--- src/rtl/reg_file_ram_2r1w.sv ---
// Two-read, one-write register file with registered read ports.
// Same-edge read/write collisions return the old word; forwarding happens outside.
module reg_file_ram_2r1w #(
   parameter int DATA_WIDTH = 32,
   parameter int ADDR_WIDTH = 4
) (
   input  logic                  clk,
   input  logic                  reset,
   input  logic                  wren,
   input  logic [ADDR_WIDTH-1:0] wraddress,
   input  logic [DATA_WIDTH-1:0] data,
   input  logic                  rden_1,
   input  logic [ADDR_WIDTH-1:0] rdaddress_1,
   output logic [DATA_WIDTH-1:0] q_1,
   input  logic                  rden_2,
   input  logic [ADDR_WIDTH-1:0] rdaddress_2,
   output logic [DATA_WIDTH-1:0] q_2
);

   localparam int DEPTH = 2 ** ADDR_WIDTH;

   logic [DATA_WIDTH-1:0] mem [DEPTH];

   // NOTE: the storage array is reset on purpose, so it builds as flops rather
   // than a RAM macro; the CPU relies on every register reading 0 after reset.
   always_ff @(posedge clk or posedge reset) begin
      if (reset) begin
         for (int i = 0; i < DEPTH; i++) begin
            mem[i] <= '0;
         end
      end else if (wren) begin
         mem[wraddress] <= data;
      end
   end

   // NOTE: non-blocking updates mean the reads below see mem as it was before
   // this edge's write, which is exactly the old-data collision behaviour.
   always_ff @(posedge clk or posedge reset) begin
      if (reset) begin
         q_1 <= '0;
         q_2 <= '0;
      end else begin
         if (rden_1) q_1 <= mem[rdaddress_1];
         if (rden_2) q_2 <= mem[rdaddress_2];
      end
   end

endmodule

--- config.mk ---
export PLATFORM = sky130hd
export DESIGN_NAME = reg_file_ram_2r1w
export DESIGN_NICKNAME = d
export VERILOG_FILES = /design/src/rtl/reg_file_ram_2r1w.sv
export SDC_FILE = /design/constraint.sdc
export NUM_CORES = 1
export LEC_CHECK = 0
export BUFFER_PORTS_ARGS = -buffer_cell sky130_fd_sc_hd__buf_2
export CORE_ASPECT_RATIO = 0.75
export CORE_UTILIZATION = 50
export CTS_BUF_LIST = sky130_fd_sc_hd__clkbuf_4
export DETAILED_ROUTE_END_ITERATION = 8
export PLACE_DENSITY = 0.77
export REMOVE_ABC_BUFFERS = 1
export SKIP_LAST_GASP = 1
export SYNTH_ARGS = -nofsm -noshare
export SYNTH_HDL_FRONTEND = slang
export SYNTH_SLANG_ARGS = --single-unit
--- constraint.sdc ---
create_clock -name clk -period 25.6 [get_ports clk]
set_clock_uncertainty 0.1 [all_clocks]
set_input_delay 7.68 -clock clk [delete_from_list [all_inputs] [get_ports clk]]
set_output_delay 7.68 -clock clk [all_outputs]
set_load 0.01 [all_outputs]
==> results.ini, run 1 <==
[cells_and_area]
layoutNonFillerInstCount = 2797
drive_above_1_share_pct = 56.1
syn2layout_area_growth_pct = 9.59
final_nets = 1971
post-route-cell-area_um2 = 31800
fin_util_pct = 55.4
final_cell_mix = dfrtp_1 (576), mux2_2 (461), mux4_2 (256)
final_common_cell = dfrtp_1

[timing]
fin_setup_tns_ns = 0
worstMarginPinSlew_ns = 1.06
min_period_over_period_pct = 40.7
hold_viol = 0
setup_viol = 0
slew_headroom_pct = 29.6
rsz0062_at_grt = no
max_freq_mhz = 95.9
min_period_ns = 10.43
maxSlewViolCount = 0

[clock_network]
clk_path_buf_depth = 3
post_cts_buffers = 0
cts_tree = built
cts_htree_levels = 4
worstSkewPairLatency_ns = 0.84
holdBufCountCts = 0
cts_made_buffers = 138
cts_resized = 0
numClockSinks = 576
cts-root-buf = clkbuf_4
clkTransAtPathRegs_ns = 0.07

[global_route]
grt.overflow.total = 0
grt_pass1_vias = 19409
antenna_found_initial = 4
grt_max_degree = 119
grt_use_total_pct = 27.1
grt_pass1_wl_mm = 119

[placed_design]
detailed_place_hpwl_mm = 41.9
gp_congestion = 0.763
io_buffers = 112
placed_area_um2 = 30100
dp.cells = 2562

[yosys]
synth.lib_cells_used.distinct = 30
synthesis.area_um2 = 29100
ys_ff_latch = 576
synthCells = 1820
synth_flop_cell = dfrtp_1
ys.warnings.count = 0
synth-edff-count = 0
async_flop_share_pct = 100
syn_avg_cell_area_um2 = 16.0
yosysSeqAreaShare_pct = 49.6

[critical_path]
crit_top_cell = buf_4
path_class = primary input to async pin
crit_path_start_kind = primary input
crit_slowest_cell = buf_4
cp-end-kind = async pin
crit_family = buffers and inverters
cp_max_fo = 118
critPathMaxStageDelay_ns = 0.89
crit_arrival_ns = 11.12
path_cells = buf_2, inv_8, buf_4, buf_4, buf_4
critPathRequiredTime_ns = 26.29
crit_buf_inv = 5

[power_and_ir_drop]
power_mw = 2.63
p_int_mw = 1.89
p_clk_share_pct = 29.7
power_frac_comb_pct = 22.0
power_switching_share_pct = 28.1
p_leak_nw = 13.5
seq_power_share_pct = 48.4
netSwitchingPower_uw = 741
power_density_nw_per_um2 = 82.8
peakVddDrop_uv = 47.6

[drt]
firstDrtPassIters = 5
ant_nets = 0
wl_per_cell_um = 27.8
drt_iter0_drc = 1918
vias_per_cell = 6.56
wirelength_mm = 77.8
drc = 0
vias = 18342

[job]
cap_violations = 0

[die]
die_h_um = 211
num_rows = 76
coreArea_um2 = 57400
ios = 113
dieWidth_um = 280
initial_utilization_pct = 50.6
dieArea_um2 = 59100

[worst_hold_path]
hp-class = register to register

[run_status]
status = finished, final reports clean

[synthesized netlist by cell type (2+ instances only)]
| master | number | share of area (%) |
|---|---|---|
| or2_2 | 2 | 0.043 |
| o22ai_1 | 64 | 1.4 |
| mux4_2 | 256 | 20 |
| buf_1 | 6 | 0.078 |
| buf_2 | 84 | 1.4 |
| and2_1 | 2 | 0.043 |
| nor3_2 | 2 | 0.069 |
| mux2i_1 | 64 | 2.2 |
| buf_4 | 20 | 0.52 |
| nand3b_1 | 2 | 0.052 |
| or3_1 | 2 | 0.043 |
| nand2b_1 | 4 | 0.086 |
| mux2_4 | 30 | 1.6 |
| mux2_1 | 21 | 0.81 |
| buf_6 | 8 | 0.31 |
| mux2_2 | 461 | 18 |
| dfrtp_1 | 576 | 50 |
| clkbuf_1 | 68 | 0.88 |
| nand2_1 | 3 | 0.039 |
| nand3_1 | 2 | 0.034 |
| nor2_1 | 71 | 0.92 |
| a221oi_1 | 64 | 1.9 |
[worst paths after layout]
kind                                 from       end  slack, ns  depth (start not counted)
min reg2reg                      mem[313]  mem[313]       0.41                          1
max in group clk           rdaddress_2[2]   q_2[22]      15.62                          6
min in group asynchronous           reset  mem[505]       6.90                          2
max reg2reg                      mem[466]   q_1[18]      24.05                          3
min                              mem[313]  mem[313]       0.41                          1
max                                 reset  mem[118]      15.17                          5
[area by class of cell]
class | count | area (um^2)
Inverter | 1 | 11.3
Multi-Input combinational cell | 1056 | 13800
Clock inverter | 36 | 307
Antenna cell | 3 | 7.51
Timing Repair Buffer | 149 | 868
Tap cell | 780 | 976
Clock buffer | 196 | 1470
Fill cell | 4614 | 25600
Sequential cell | 576 | 14400
[cell families after synthesis]
| group | synth area share, % |
|---|---|
| AOI/OAI and AO/OA | 3.31 |
| muxes | 42.3 |
| buffers and inverters | 3.26 |
| and+or+nand+nor | 1.53 |
| DFF | 49.6 |
[per-layer routing]
metal	routed length [um]	part of all wire (%)	GRT usage (%)
met1	31700	41	38.1
met2	37000	48	41.8
met3	6980	9.0	5.93
met4	2110	2.7	10.0
met5	0	0	0
[sequential cells by signal, indices dropped and copies added, names as in the netlist]
| name | cells |
|---|---|
| mem | 512 |
| q_1 | 32 |
| q_2 | 32 |
[power groups by stage]
stage	combinational, mW	sequential [mW]	clock, mW
6_report	0.579	1.27	0.782
2_1_floorplan	0.430	1.24	0
3_3_place_gp	0.558	1.26	0
5_1_grt	0.619	1.30	0.846
3_5_place_dp	0.580	1.29	0
4_1_cts	0.581	1.27	0.799
[through the flow]
| step | setup slack (ns) | hold slack, ns |
|---|---|---|
| after floorplan | 1.71 | 0.370 |
| after global placement | 14.34 | 0.381 |
| after detailed placement | 14.21 | 0.397 |
| after CTS | 15.10 | 0.414 |
| after global routing | 14.67 | 0.444 |
| final | 15.17 | 0.408 |
Power figures use the tool's default switching activity.
==> inputs of run 2 (changes only) <==
--- a/config.mk
+++ b/config.mk
@@ -10,7 +10,7 @@
 export CORE_UTILIZATION = 50
 export CTS_BUF_LIST = sky130_fd_sc_hd__clkbuf_4
 export DETAILED_ROUTE_END_ITERATION = 8
-export PLACE_DENSITY = 0.77
+export PLACE_DENSITY = 0.79
 export REMOVE_ABC_BUFFERS = 1
 export SKIP_LAST_GASP = 1
 export SYNTH_ARGS = -nofsm -noshare
==> constraint.sdc (replaced) <==
create_clock -name clk -period 9.19 [get_ports clk]
set_clock_uncertainty 0.1 [all_clocks]
set_input_delay 2.757 -clock clk [delete_from_list [all_inputs] [get_ports clk]]
set_output_delay 2.757 -clock clk [all_outputs]
set_load 0.01 [all_outputs]
==> run 2 against run 1 <==
  * Sequential cell count is the same
  * Power grew to 2.8 times the previous value
  * First-iteration DRC count shrank 2.1%
  * Wire length fell by 1.9%
  * Highest routed layer is now met5
==> results.ini, run 2 (same netlist as run 1, synthesis figures left out) <==
[timing]
setup_viol = 0  ; unchanged
holdWs_ns = 0.412  ; +0.00398 ns
min_period_ns = 4.63
min_period_over_period_pct = 50.3
hold_viol = 0  ; unchanged
max_freq_mhz = 216
slew_headroom_pct = 14.2  ; -15 points
maxSlewViolCount = 0  ; unchanged
rsz0062_at_grt = no
fin_setup_tns_ns = 0  ; unchanged
worstMarginPinSlew_ns = 1.29  ; +0.231 ns

[cells_and_area]
final_cell_mix = dfrtp_1 (576), mux2_2 (461), mux4_2 (256)
fillers = 4571  ; -0.93%
regMostFlops = mem
final_common_cell = dfrtp_1
top_regs = mem (512), q_1 (32), q_2 (32)
final_nets = 1970  ; -0.051%
syn2layout_area_growth_pct = 9.63  ; about the same
drive_above_1_share_pct = 56.0  ; -0.14 points
largest_reg_flops = 512  ; unchanged

[placed_design]
gp_congestion = 0.787  ; +3.1%
io_buffers = 112  ; unchanged
detailed_place_hpwl_mm = 41.1  ; -1.9%

[die]
die_h_um = 211  ; unchanged
initial_utilization_pct = 50.6  ; unchanged
dieArea_um2 = 59100  ; unchanged
ios = 113  ; unchanged
num_rows = 76  ; unchanged
dieWidth_um = 280  ; unchanged
coreArea_um2 = 57400  ; unchanged

[critical_path]
r2r_slack_ns = 7.54  ; -16.51 ns
cp_max_fo = 64  ; -46%
crit_path_start_kind = primary input
path_class = primary input to register
crit_arrival_ns = 5.22  ; -5.90 ns
cp-end-kind = register
critPathRequiredTime_ns = 9.79  ; -16.50 ns

[clock_network]
cts_resized = 0  ; unchanged
cts_htree_levels = 4  ; unchanged
clkTransAtPathRegs_ns = 0.07  ; about the same
cts-root-buf = clkbuf_4
cts_made_buffers = 139  ; +0.72%
holdBufCountCts = 0  ; unchanged
clk_path_buf_depth = 3  ; unchanged
worstSkewPairLatency_ns = 0.88  ; +0.04 ns
cts_tree = built
post_cts_buffers = 0  ; unchanged
numClockSinks = 576  ; unchanged

[global_route]
grt_max_degree = 191  ; +61%
grt_pass1_vias = 19478  ; +0.36%
grt_pass1_wl_mm = 117  ; -1.7%
grt.overflow.total = 0  ; unchanged
grt_use_total_pct = 26.5  ; -0.58 points
antenna_found_initial = 3  ; -1

[drt]
drc = 0  ; unchanged
firstDrtPassIters = 5  ; unchanged
drt_iter0_drc = 1877  ; -2.1%
ant_nets = 0  ; unchanged
vias_per_cell = 6.55  ; about the same
wirelength_mm = 76.3  ; -1.9%
wl_per_cell_um = 27.2  ; -2.1%
vias = 18354  ; +0.065%

[job]
cap_violations = 0  ; unchanged

[power_and_ir_drop]
p_leak_nw = 13.5  ; about the same
power_density_nw_per_um2 = 230  ; +180%
peakVddDrop_uv = 125  ; +160%

[run_status]
status = finished, final reports clean

[worst_hold_path]
hp-class = register to register

==> run 2: worst max-delay path, cell delays in order <==
cell and delay [ns]:
buf_6 0.68, buf_4 0.72, mux4_2 0.58, o22ai_1 0.21
a221oi_1 0.14
==> run 2: where the power goes <==
part | internal [mW] | switching, mW
logic | 1.01 | 0.597
registers | 3.12 | 0.438
clock network | 1.13 | 1.04
==> run 2: cell type report <==
| class | count | area, um^2 | area share (%) |
|---|---|---|---|
| timing repair buffer | 147 | 878 | 2.76 |
| sequential | 576 | 14400 | 45.3 |
| clock inverter | 42 | 308 | 0.966 |
| antenna | 2 | 5.00 | 0.0157 |
| tap | 780 | 976 | 3.06 |
| clock buffer | 197 | 1480 | 4.64 |
| inverter | 1 | 11.3 | 0.0354 |
| multi-input combinational | 1056 | 13800 | 43.3 |
==> run 2: worst paths after layout <==
kind | startpoint | end | cells past startpoint
hold reg to reg | mem[374] | mem[374] | 1
max in group asynchronous | reset | mem[455] | 3
hold / removal | mem[374] | mem[374] | 1
setup reg to reg | mem[94] | q_2[30] | 3
setup / recovery | rdaddress_1[1] | q_1[31] | 5
min in group asynchronous | reset | mem[195] | 2
==> run 2: per-stage QoR <==
| stage | cell area (um^2) | instances | utilization (%) | total power [mW] | worst slack [ns] |
|---|---|---|---|---|---|
| 2_1_floorplan | 28100 | 1633 | - | 4.66 | -9.78 |
| 3_3_place_gp | 30100 | 2560 | 52.3 | 5.07 | 3.71 |
| 3_5_place_dp | 30100 | 2560 | 52.3 | 5.20 | 3.72 |
| 4_1_cts | 31800 | 2799 | 55.4 | 7.38 | 4.62 |
| 5_1_grt | 31800 | 2801 | 55.5 | 7.70 | 4.49 |
| 6_report | 31800 | 2801 | 55.5 | 7.34 | 4.56 |
==> run 2: metal layers <==
layer | part of all wire, % | track usage (%)
met5 | 0.017 | 0
met4 | 2.6 | 9.25
met3 | 10 | 7.20
met2 | 46 | 40.3
met1 | 41 | 37.1
==> inputs of run 3 (changes only) <==
--- a/config.mk
+++ b/config.mk
@@ -10,7 +10,7 @@
 export CORE_UTILIZATION = 50
 export CTS_BUF_LIST = sky130_fd_sc_hd__clkbuf_4
 export DETAILED_ROUTE_END_ITERATION = 8
-export PLACE_DENSITY = 0.79
+export PLACE_DENSITY = 0.77
 export REMOVE_ABC_BUFFERS = 1
 export SKIP_LAST_GASP = 1
 export SYNTH_ARGS = -nofsm -noshare
==> constraint.sdc (replaced) <==
create_clock -name clk -period 4.6 [get_ports clk]
set_clock_uncertainty 0.1 [all_clocks]
set_input_delay 1.38 -clock clk [delete_from_list [all_inputs] [get_ports clk]]
set_output_delay 1.38 -clock clk [all_outputs]
set_load 0.01 [all_outputs]
==> run 3 against run 2 <==
  * Worst hold slack better by 0.00071 ns
  * Largest cell class unchanged
  * Critical endpoint is now q_2[3]
  * First-iteration DRC count down 24%
  * Largest power group unchanged
  * Sequential share of layout area down 0.37 points
==> results.ini, run 3 (same netlist as run 1, synthesis figures left out) <==
[critical_path]
crit_path_start_kind = register
path_cells = buf_2
critPathMaxStageDelay_ns = 0.49  ; -0.23 ns
cp-end-kind = output pin
critPathRequiredTime_ns = 3.12  ; -6.67 ns
path_class = register to output pin
crit_buf_inv = 1  ; -1
reg2reg_from = mem[45]
critPathLaunch = q_2[3]
crit_slowest_cell = dfrtp_1
crit_family = flip-flops
crit_arrival_ns = 1.53  ; -3.69 ns
cp_max_fo = 3  ; -95%

[drt]
wirelength_mm = 74.3  ; -2.5%
drc = 0  ; unchanged
vias_per_cell = 6.44  ; -1.7%
wl_per_cell_um = 26.4  ; -3.2%
vias = 18175  ; -0.98%
ant_nets = 0  ; unchanged
firstDrtPassIters = 7  ; +2
drt_iter0_drc = 1423  ; -24%

[timing]
rsz0062_at_grt = no
slew_headroom_pct = 20.5  ; +6.3 points
setup_viol = 0  ; unchanged
holdWs_ns = 0.413  ; +0.000709 ns
max_freq_mhz = 332
hold_viol = 0  ; unchanged
maxSlewViolCount = 0  ; unchanged
min_period_ns = 3.01
worstMarginPinSlew_ns = 1.19  ; -0.0938 ns
min_period_over_period_pct = 65.4

[power_and_ir_drop]
p_leak_nw = 13.6  ; +1.0%
peakVddDrop_uv = 271  ; +120%
power_mw = 14.5  ; +98%
power_density_nw_per_um2 = 453  ; +97%

[clock_network]
clkTransAtPathRegs_ns = 0.07  ; about the same
cts_htree_levels = 4  ; unchanged
cts-root-buf = clkbuf_4
numClockSinks = 576  ; unchanged
cts_resized = 0  ; unchanged
holdBufCountCts = 0  ; unchanged
cts_tree = built
post_cts_buffers = 0  ; unchanged
clk_path_buf_depth = 3  ; unchanged
worstSkewPairLatency_ns = 0.89  ; about the same
cts_made_buffers = 142  ; +2.2%

[die]
dieArea_um2 = 59100  ; unchanged
coreArea_um2 = 57400  ; unchanged
num_rows = 76  ; unchanged
ios = 113  ; unchanged
dieWidth_um = 280  ; unchanged
initial_utilization_pct = 50.6  ; unchanged
die_h_um = 211  ; unchanged

[placed_design]
dp.cells = 2580  ; +0.78%
gp_congestion = 0.773  ; -1.8%
io_buffers = 112  ; unchanged
placed_area_um2 = 30400  ; +1.1%
detailed_place_hpwl_mm = 43.4  ; +5.4%

[global_route]
grt_pass1_vias = 19458  ; -0.10%
antenna_found_initial = 2  ; -1
grt_max_degree = 87  ; -54%
grt_use_total_pct = 26.3  ; -0.21 points
grt.overflow.total = 0  ; unchanged
grt_pass1_wl_mm = 117  ; +0.13%

[cells_and_area]
fillers = 4529  ; -0.92%
multi_input_area_um2 = 13800  ; about the same
final-seq-area_um2 = 14400  ; unchanged
final_nets = 1993  ; +1.2%
final_common_cell = dfrtp_1
largest_reg_flops = 512  ; unchanged
syn2layout_area_growth_pct = 10.5
layoutNonFillerInstCount = 2821  ; +0.71%
final_cell_mix = dfrtp_1 (576), mux2_2 (461), mux4_2 (256)
top_regs = mem (512), q_1 (32), q_2 (32)
fin_util_pct = 55.9  ; +0.46 points
regMostFlops = mem
post-route-cell-area_um2 = 32100  ; +0.83%
drive_above_1_share_pct = 56.5  ; +0.54 points

[job]
cap_violations = 0  ; unchanged

[worst_hold_path]
hp-class = register to register
hold_path_startpoint = mem[152]

[run_status]
status = finished, final reports clean

[run 3: changes by cell type in the layout (fill, tap and decap cells not counted), moves of 2 or more]
cell,previous run,this run
buf_12,2,16
buf_4,35,41
bufinv_16,5,2
clkbuf_4,197,206
clkinv_1,27,24
clkinv_2,4,0
clkinv_4,2,0
diode_2,2,4
inv_2,3,5
[run 3: stage by stage]
step,TNS (ns),setup slack [ns]
final,0,1.59
after global routing,0,1.54
after CTS,0,1.56
after detailed placement,0,0.957
after global placement,0,1.03
after floorplan,-7484.79,-12.99
[run 3: per-layer routing]
layer	vias to the layer above	GRT usage, %	share of wire, %
met5	-	0	0
met4	0	8.27	2.3
met3	151	6.60	8.9
met2	867	40.7	47
met1	9726	36.9	42
li1	7431	-	-
[run 3: final timing paths]
path                            endpoint  slack [ns]  cells after the start
worst min-delay path            mem[152]        0.41                      1
min in group asynchronous       mem[257]        0.50                      2
worst min register to register  mem[152]        0.41                      1
worst max register to register   q_2[13]        2.83                      3
worst max-delay path              q_2[3]        1.59                      1
max in group asynchronous       mem[309]        2.92                      3
[run 3: area by class of cell]
class                      count  area share [%]
sequential                   576            44.9
multi-input combinational   1056            42.9
clock buffer                 206            4.82
timing repair buffer         167            3.75
tap                          780            3.04
clock inverter                31           0.526
inverter                       1          0.0351
antenna                        4          0.0312
[run 3: where the power goes]
group          total (mW)  leakage (nW)  internal [mW]  switching, mW
logic                3.26          5.57           2.04           1.22
registers            7.06          7.02           6.23          0.826
clock network        4.23          1.03           2.15           2.08
total                14.5          13.6           10.4           4.12
[run 3: worst reg2reg max path: stages (launching register included)]
cell and delay (ns):
dfrtp_1 0.40, mux4_2 0.48, o22ai_1 0.43, a221oi_1 0.15
